===== src/rtl/jtag_tap_monitor.sv =====
// Passive JTAG TAP observer: synchronises and deglitches TCK/TMS/TDI, tracks the
// 16-state TAP controller, captures IR/DR scan data and queues every state change
// into a small first-word-fall-through event FIFO.
module jtag_tap_monitor #(
  parameter int FILT_LEN = 4,
  parameter int IR_LEN   = 8,
  parameter int DR_LEN   = 32,
  parameter int FIFO_AW  = 3
) (
  input  logic              sys_clk,
  input  logic              sys_rst_n,
  input  logic              jtag_tck,
  input  logic              jtag_tms,
  input  logic              jtag_tdi,
  output logic [3:0]        tap_state,
  output logic [IR_LEN-1:0] ir_value,
  output logic [DR_LEN-1:0] dr_value,
  output logic [6:0]        dr_bits,
  output logic              ir_update,
  output logic              dr_update,
  output logic              evt_valid,
  output logic [7:0]        evt_data,
  input  logic              evt_ready,
  output logic              evt_overflow,
  input  logic              ovf_clr
);

  localparam int CW    = (FILT_LEN < 1) ? 1 : $clog2(FILT_LEN + 1);
  localparam int DEPTH = 1 << FIFO_AW;
  localparam logic [CW-1:0] FILT_TOP = (FILT_LEN > 0) ? CW'(FILT_LEN - 1) : '0;

  typedef enum logic [3:0] {
    TLR    = 4'h0, RTI    = 4'h1, SEL_DR = 4'h2, CAP_DR = 4'h3,
    SH_DR  = 4'h4, EX1_DR = 4'h5, PAU_DR = 4'h6, EX2_DR = 4'h7,
    UPD_DR = 4'h8, SEL_IR = 4'h9, CAP_IR = 4'hA, SH_IR  = 4'hB,
    EX1_IR = 4'hC, PAU_IR = 4'hD, EX2_IR = 4'hE, UPD_IR = 4'hF
  } tap_e;

  // ---------------- input path: bit 0 = TCK, 1 = TMS, 2 = TDI
  logic [2:0]         pin_raw;
  logic [2:0]         s1_q, s2_q;
  logic [2:0]         filt_q, filt_d, filt;
  logic [2:0][CW-1:0] cnt_q, cnt_d;
  logic               tck_prev_q;
  logic               tck_rise, tms, tdi;

  assign pin_raw = {jtag_tdi, jtag_tms, jtag_tck};

  // Filter: the output follows the synced pin only after it has differed for FILT_LEN cycles
  always_comb begin
    filt_d = filt_q;
    cnt_d  = '0;
    for (int i = 0; i < 3; i++) begin
      if (FILT_LEN == 0) begin
        filt_d[i] = s2_q[i];
      end else if (s2_q[i] != filt_q[i]) begin
        if (cnt_q[i] == FILT_TOP) filt_d[i] = s2_q[i];
        else                      cnt_d[i]  = cnt_q[i] + 1'b1;
      end
    end
  end

  assign filt     = (FILT_LEN == 0) ? s2_q : filt_q;
  assign tck_rise = filt[0] & ~tck_prev_q;
  assign tms      = filt[1];
  assign tdi      = filt[2];

  // Synchroniser, filter state and TCK edge history
  always_ff @(posedge sys_clk or negedge sys_rst_n) begin
    if (!sys_rst_n) begin
      s1_q       <= '0;
      s2_q       <= '0;
      filt_q     <= '0;
      cnt_q      <= '0;
      tck_prev_q <= 1'b0;
    end else begin
      s1_q       <= pin_raw;
      s2_q       <= s1_q;
      filt_q     <= filt_d;
      cnt_q      <= cnt_d;
      tck_prev_q <= filt[0];
    end
  end

  // ---------------- TAP controller and scan capture
  tap_e              state_q, state_d, nxt;
  logic [DR_LEN-1:0] sr_dr_q, sr_dr_d, dr_value_q, dr_value_d;
  logic [IR_LEN-1:0] sr_ir_q, sr_ir_d, ir_value_q, ir_value_d;
  logic [DR_LEN:0]   dr_cat;
  logic [IR_LEN:0]   ir_cat;
  logic [6:0]        dr_bits_q, dr_bits_d;
  logic              dr_update_q, dr_update_d, ir_update_q, ir_update_d;

  assign dr_cat = {tdi, sr_dr_q};
  assign ir_cat = {tdi, sr_ir_q};

  // IEEE 1149.1 next-state function from the current state and filtered TMS
  always_comb begin
    nxt = state_q;
    case (state_q)
      TLR:     nxt = tms ? TLR    : RTI;
      RTI:     nxt = tms ? SEL_DR : RTI;
      SEL_DR:  nxt = tms ? SEL_IR : CAP_DR;
      CAP_DR:  nxt = tms ? EX1_DR : SH_DR;
      SH_DR:   nxt = tms ? EX1_DR : SH_DR;
      EX1_DR:  nxt = tms ? UPD_DR : PAU_DR;
      PAU_DR:  nxt = tms ? EX2_DR : PAU_DR;
      EX2_DR:  nxt = tms ? UPD_DR : SH_DR;
      UPD_DR:  nxt = tms ? SEL_DR : RTI;
      SEL_IR:  nxt = tms ? TLR    : CAP_IR;
      CAP_IR:  nxt = tms ? EX1_IR : SH_IR;
      SH_IR:   nxt = tms ? EX1_IR : SH_IR;
      EX1_IR:  nxt = tms ? UPD_IR : PAU_IR;
      PAU_IR:  nxt = tms ? EX2_IR : PAU_IR;
      EX2_IR:  nxt = tms ? UPD_IR : SH_IR;
      UPD_IR:  nxt = tms ? SEL_DR : RTI;
      default: nxt = TLR;
    endcase
  end

  // Scan data path: clear when leaving capture, LSB-first shift, latch on entry to update
  always_comb begin
    state_d     = state_q;
    sr_dr_d     = sr_dr_q;
    sr_ir_d     = sr_ir_q;
    dr_bits_d   = dr_bits_q;
    dr_value_d  = dr_value_q;
    ir_value_d  = ir_value_q;
    dr_update_d = 1'b0;
    ir_update_d = 1'b0;
    if (tck_rise) begin
      state_d = nxt;
      case (state_q)
        CAP_DR: begin
          sr_dr_d   = '0;
          dr_bits_d = '0;
        end
        SH_DR: begin
          sr_dr_d = dr_cat[DR_LEN:1];
          if (dr_bits_q < 7'(DR_LEN)) dr_bits_d = dr_bits_q + 7'd1;
        end
        CAP_IR:  sr_ir_d = '0;
        SH_IR:   sr_ir_d = ir_cat[IR_LEN:1];
        default: ;
      endcase
      if (nxt == UPD_DR) begin
        dr_value_d  = sr_dr_q;
        dr_update_d = 1'b1;
      end
      if (nxt == UPD_IR) begin
        ir_value_d  = sr_ir_q;
        ir_update_d = 1'b1;
      end
    end
  end

  // TAP state and scan registers
  always_ff @(posedge sys_clk or negedge sys_rst_n) begin
    if (!sys_rst_n) begin
      state_q     <= TLR;
      sr_dr_q     <= '0;
      sr_ir_q     <= '0;
      dr_bits_q   <= '0;
      dr_value_q  <= '0;
      ir_value_q  <= '0;
      dr_update_q <= 1'b0;
      ir_update_q <= 1'b0;
    end else begin
      state_q     <= state_d;
      sr_dr_q     <= sr_dr_d;
      sr_ir_q     <= sr_ir_d;
      dr_bits_q   <= dr_bits_d;
      dr_value_q  <= dr_value_d;
      ir_value_q  <= ir_value_d;
      dr_update_q <= dr_update_d;
      ir_update_q <= ir_update_d;
    end
  end

  // ---------------- event FIFO (extra pointer MSB separates full from empty)
  logic [3:0]       mem_q [DEPTH];
  logic [FIFO_AW:0] wr_ptr_q, wr_ptr_d, rd_ptr_q, rd_ptr_d;
  logic             ovf_q, ovf_d;
  logic             empty, full, push, pop, wr_en;

  assign empty = (wr_ptr_q == rd_ptr_q);
  assign full  = (wr_ptr_q[FIFO_AW] != rd_ptr_q[FIFO_AW]) &&
                 (wr_ptr_q[FIFO_AW-1:0] == rd_ptr_q[FIFO_AW-1:0]);
  assign push  = tck_rise && (nxt != state_q);
  assign pop   = !empty && evt_ready;
  assign wr_en = push && (!full || pop);

  // Pointer update; a drop beats a same-cycle overflow clear
  always_comb begin
    wr_ptr_d = wr_ptr_q;
    rd_ptr_d = rd_ptr_q;
    ovf_d    = ovf_q;
    if (wr_en) wr_ptr_d = wr_ptr_q + 1'b1;
    if (pop)   rd_ptr_d = rd_ptr_q + 1'b1;
    if (ovf_clr) ovf_d = 1'b0;
    if (push && full && !pop) ovf_d = 1'b1;
  end

  // FIFO storage and pointers
  always_ff @(posedge sys_clk or negedge sys_rst_n) begin
    if (!sys_rst_n) begin
      for (int i = 0; i < DEPTH; i++) mem_q[i] <= '0;
      wr_ptr_q <= '0;
      rd_ptr_q <= '0;
      ovf_q    <= 1'b0;
    end else begin
      if (wr_en) mem_q[wr_ptr_q[FIFO_AW-1:0]] <= nxt;
      wr_ptr_q <= wr_ptr_d;
      rd_ptr_q <= rd_ptr_d;
      ovf_q    <= ovf_d;
    end
  end

  assign tap_state    = state_q;
  assign ir_value     = ir_value_q;
  assign dr_value     = dr_value_q;
  assign dr_bits      = dr_bits_q;
  assign ir_update    = ir_update_q;
  assign dr_update    = dr_update_q;
  assign evt_valid    = !empty;
  assign evt_data     = {4'h0, mem_q[rd_ptr_q[FIFO_AW-1:0]]};
  assign evt_overflow = ovf_q;

endmodule


===== config.mk =====
export PLATFORM = sky130hd
export DESIGN_NAME = jtag_tap_monitor
export DESIGN_NICKNAME = d
export VERILOG_FILES = /design/src/rtl/jtag_tap_monitor.sv
export SDC_FILE = /design/constraint.sdc
export NUM_CORES = 1
export LEC_CHECK = 0
export CORE_UTILIZATION = 41
export DETAILED_ROUTE_END_ITERATION = 8
export PLACE_DENSITY_LB_ADDON = 0.05
export SETUP_SLACK_MARGIN = 0.15
export SYNTH_ARGS = -nofsm -noshare
export SYNTH_HDL_FRONTEND = slang
export SYNTH_SLANG_ARGS = --single-unit
export TNS_END_PERCENT = 100

===== constraint.sdc =====
create_clock -name sys_clk -period 2 [get_ports sys_clk]
set_clock_uncertainty 0.05 [all_clocks]
set_input_delay 0.6 -clock sys_clk [delete_from_list [all_inputs] [get_ports sys_clk]]
set_output_delay 0.6 -clock sys_clk [all_outputs]
set_load 0.02 [all_outputs]

==> results.md <==
Global route:
- The number of global-route vias before repair is 4523.
- In the global route stage, overall resource usage came out at 18.8%.
- The maximum number of pins on one net before global-route repair is 48.
- The global-route wire length before repair is 23300 um.
- The initial antenna violation count is 0.
- The final global-route overflow total is 0.

Detailed routing:
- The first routing iteration left 183 violations.
- After detailed routing, the number of remaining DRC violations is 0.
- Detailed routing inserted a total of 4304 vias.
- After detailed routing, the total wire length is ~14000 um.
- The average vias per placed instance is ~5.
- The detail route stage leaves a number of antenna-violating nets equal to 0.
- The first detailed-routing pass ran for 4 iterations.
- After detailed routing, the average wire length per cell comes to 17.1 um.

Clock network:
- The longest clock path from root to sink contains 2 buffers.
- The clock-pin slew on the worst setup and hold paths is 0.06 ns.
- The later pin in the worst-skew pair is clocked with a latency of approximately 0.42 ns.
- The hold buffer count at CTS is 0.
- The tree is rooted in a clkbuf_16.
- CTS saw 153 sinks.
- TritonCTS created 17 clock buffers.
- In this run the number of H-tree levels came out at 4.
- The CTS tree is yes.

Outcome:
- The run finished, with violations left.
- The final reports fail on negative setup slack.

Worst setup path:
- Grouping stages by cell kind, the critical path spends the most delay in multiplexers.
- The kind of capture point of the worst setup path is an output pin.
- The kind of critical path is flip-flop to output pin.
- The start of the worst register-to-register path is rd_ptr_q[1].
- The slowest stage of the critical path belongs to the cell mux4_2.
- Data arrives at the worst endpoint at 1.89 ns.
- Of all nets on the critical path, the largest fanout is 8.
- The maximum cell stage delay along the critical path is approximately 0.50 ns.
- The sort of element at the start of the critical path is a flip-flop.
- For the worst setup path, the data required time is 1.35 ns.
- The signal on the critical path passes through buf_12, mux4_2, mux2_4, buf_6.
- The number of buffer and inverter stages on the critical path is 2.
- The launching instance or port of the critical path is rd_ptr_q[0].

Job:
- The max-capacitance violation count is 0.

Pwr:
- The clock network fraction of total power is 25.3%.
- The sequential cell fraction of total power is 31.4%.
- The total power consumption of the routed design is 12700 uW.
- The net load switching power is 4160 uW.
- The reported leakage power is approximately 0.0046 uW.
- The worst-case IR drop observed on VDD is 0.00112 V.
- Power spread over the standard cell area amounts to 1360 mW/mm^2.
- The internal portion of the total power is between 8000 and 9000 uW.
- Per report_power, the combinational group accounts for 43.2% of the total.
- The switching share of total power is between 30% and 40%.

Floorplanning:
- The count of standard-cell rows is 45.
- The area enclosed by the die boundary is 0.0163 mm^2.
- In this run the horizontal extent of the chip is 128 um.
- For this configuration, the core starts out at a cell density of between 40% and 50%.
- The floorplan step defined a core boundary enclosing 0.0153 mm^2.
- The number of top-level design ports is 70.
- The die is 128 um tall.

Synthesis:
- In the post-synthesis netlist, the biggest area contributors are dfrtp_1 59%, mux2_2 8.9%, mux2_1 5.7%.
- The most used standard cell by instance count after synthesis is dfrtp_1.
- The most used flip-flop cell after synthesis is dfrtp_1.
- The share of synthesized flip-flops with an asynchronous set or reset is 100%.
- In this run, synthesis inferred 0 flip-flops with an integrated enable.
- After technology mapping, the gate count stands at 475.
- Each instance of the synthesized netlist takes up on average roughly 14 um^2.
- The Yosys step of the flow raised 0 warnings.
- In the synthesized netlist, the cells that appear most often are 153 x dfrtp_1, 51 x mux2_2, 33 x mux2_1.
- Synthesis inferred ~150 register bits.
- The mapped netlist covers 0.00649 mm^2.
- Summed over its instances, the top area cell type makes up approximately three fifths of the synthesized netlist area.
- The number of unique standard cell types used by synthesis is 45.
- The post-synthesis sequential area ratio is 59.0%.
- The top cell type by total area after synthesis is dfrtp_1.

Cells and area:
- The repair_antennas step left the layout with diodes totalling 0.
- Cells with a size suffix above 1 make up 43.5% of the layout.
- For this run, the post-layout net count is 636.
- The area growth from synthesis to final layout is 43.9%.
- The fill cell total of the finished layout is approximately 1200.

Timing:
- Setup repair after global routing could not meet its margin everywhere.
- The maximum operating frequency is 393 MHz.
- Setup violations remaining at the end of the flow were counted as 39.
- The final cycle utilization of the critical path is 127%.
- The shortest clock period the worst path allows after layout is 2.54 ns.
- Across all setup checks in the final design, the least slack found is -0.543 ns.
- The final max-slew violation count is 0.
- The final count of hold timing violations was 0.

Placed design:
- At the placement stage, the worst setup path has a slack of -0.502 ns.
- The weighted congestion reported at the end of routability-driven placement is 0.745.
- Buffers placed on the I/O ports in this run total 65.
- Detailed placement finished with a half-perimeter wire length of 8650 um.

Worst hold path:
- The min-delay analysis places its worst path in the category input port to async pin.
path summary, 6_finish.rpt:
| check | end | slack, ns | depth (start not counted) |
|---|---|---|---|
| max | evt_data[0] | -0.54 | 4 |
| min | ir_update | 0.06 | 1 |
| max reg2reg | rd_ptr_q[1] | -0.13 | 12 |
| min reg2reg | s2_q[2] | 0.30 | 0 |
| max in group asynchronous | dr_value[14] | 1.29 | 2 |
| min in group sys_clk | s2_q[2] | 0.30 | 0 |
power by group through the flow:
stage	registers (uW)	logic (uW)	clock network (uW)
floorplan	3940	2660	0
global placement	4060	3960	0
detailed placement	4070	4030	0
CTS	3980	5000	3300
global route	4050	5890	3430
finish	3980	5480	3210
placed cells by master, fill, tap and decap left out, types with 6 or more instances in the layout:
cell,n
dfrtp_1,147
mux2_4,70
buf_4,48
dlygate4sd2_1,43
buf_6,33
a22o_1,32
nand2_1,26
clkbuf_16,19
buf_12,16
mux2_2,14
nand3_1,14
nor2_1,13
xnor2_1,10
mux4_2,8
a21oi_1,7
nor2b_1,6
nor3b_1,6
o21ai_0,6
nand4_4,6
ha_1,6
inv_6,6
dfrtp_2,6
registers in the layout, indices dropped and copies added, names as in the netlist, 4 cells and up:
register,cells
tap_state,4
wr_ptr_q,4
ir_value,8
mem_q,32
cnt_q,9
sr_ir_q,8
rd_ptr_q,4
sr_dr_q,32
dr_bits,7
dr_value,32
stage by stage:
stage	cell area, um^2	hold slack [ns]	setup TNS [ns]	util (%)	std cells
3_3_place_gp	7940	0.289	-8.30	51.9	775
2_1_floorplan	6670	0.254	0	-	478
5_1_grt	9330	0.0906	-6.57	60.9	846
4_1_cts	8910	0.0690	-5.05	58.2	830
6_report	9330	0.0639	-4.18	60.9	846
3_5_place_dp	7940	0.286	-8.73	51.9	775
cell type report:
cell class | count | area (um^2) | share of cell area, %
Inverter | 3 | 11.3 | 0.121
Clock buffer | 17 | 425 | 4.56
Tap cell | 211 | 264 | 2.83
Sequential cell | 153 | 3840 | 41.1
Clock inverter | 14 | 161 | 1.73
Timing Repair Buffer | 159 | 1650 | 17.7
Multi-Input combinational cell | 289 | 2980 | 31.9
cells by family after synthesis:
kind of cell	count (synthesis)	share of synthesized area, %
AOI/OAI and AO/OA	58	6.81
xor gates and xnor gates	18	2.43
adders and majority gates	6	1.16
buffers and inverters	36	2.72
DFF	153	59.0
muxes	92	17.4
other	1	0.0578
and+or+nand+nor	111	10.4
layer usage:
metal / vias to the layer above / wire [um] / GRT usage [%] / share of wire, %
met3: 16 / 587 / 5.84 / 4.1
met1: 2219 / 6480 / 24.2 / 45
met5: - / 0 / 0 / 0
met2: 70 / 7200 / 29.9 / 50
met4: 0 / 189 / 6.64 / 1.3
li1: 1999 / - / - / -
timing repair:
action	CTS	global route
setup buffers	23	13
pin swaps	13	14
cloned	1	3
endpoints found under the setup margin	134	132
resized for setup	160	74
Note: power is estimated with default switching activity, not from simulation.
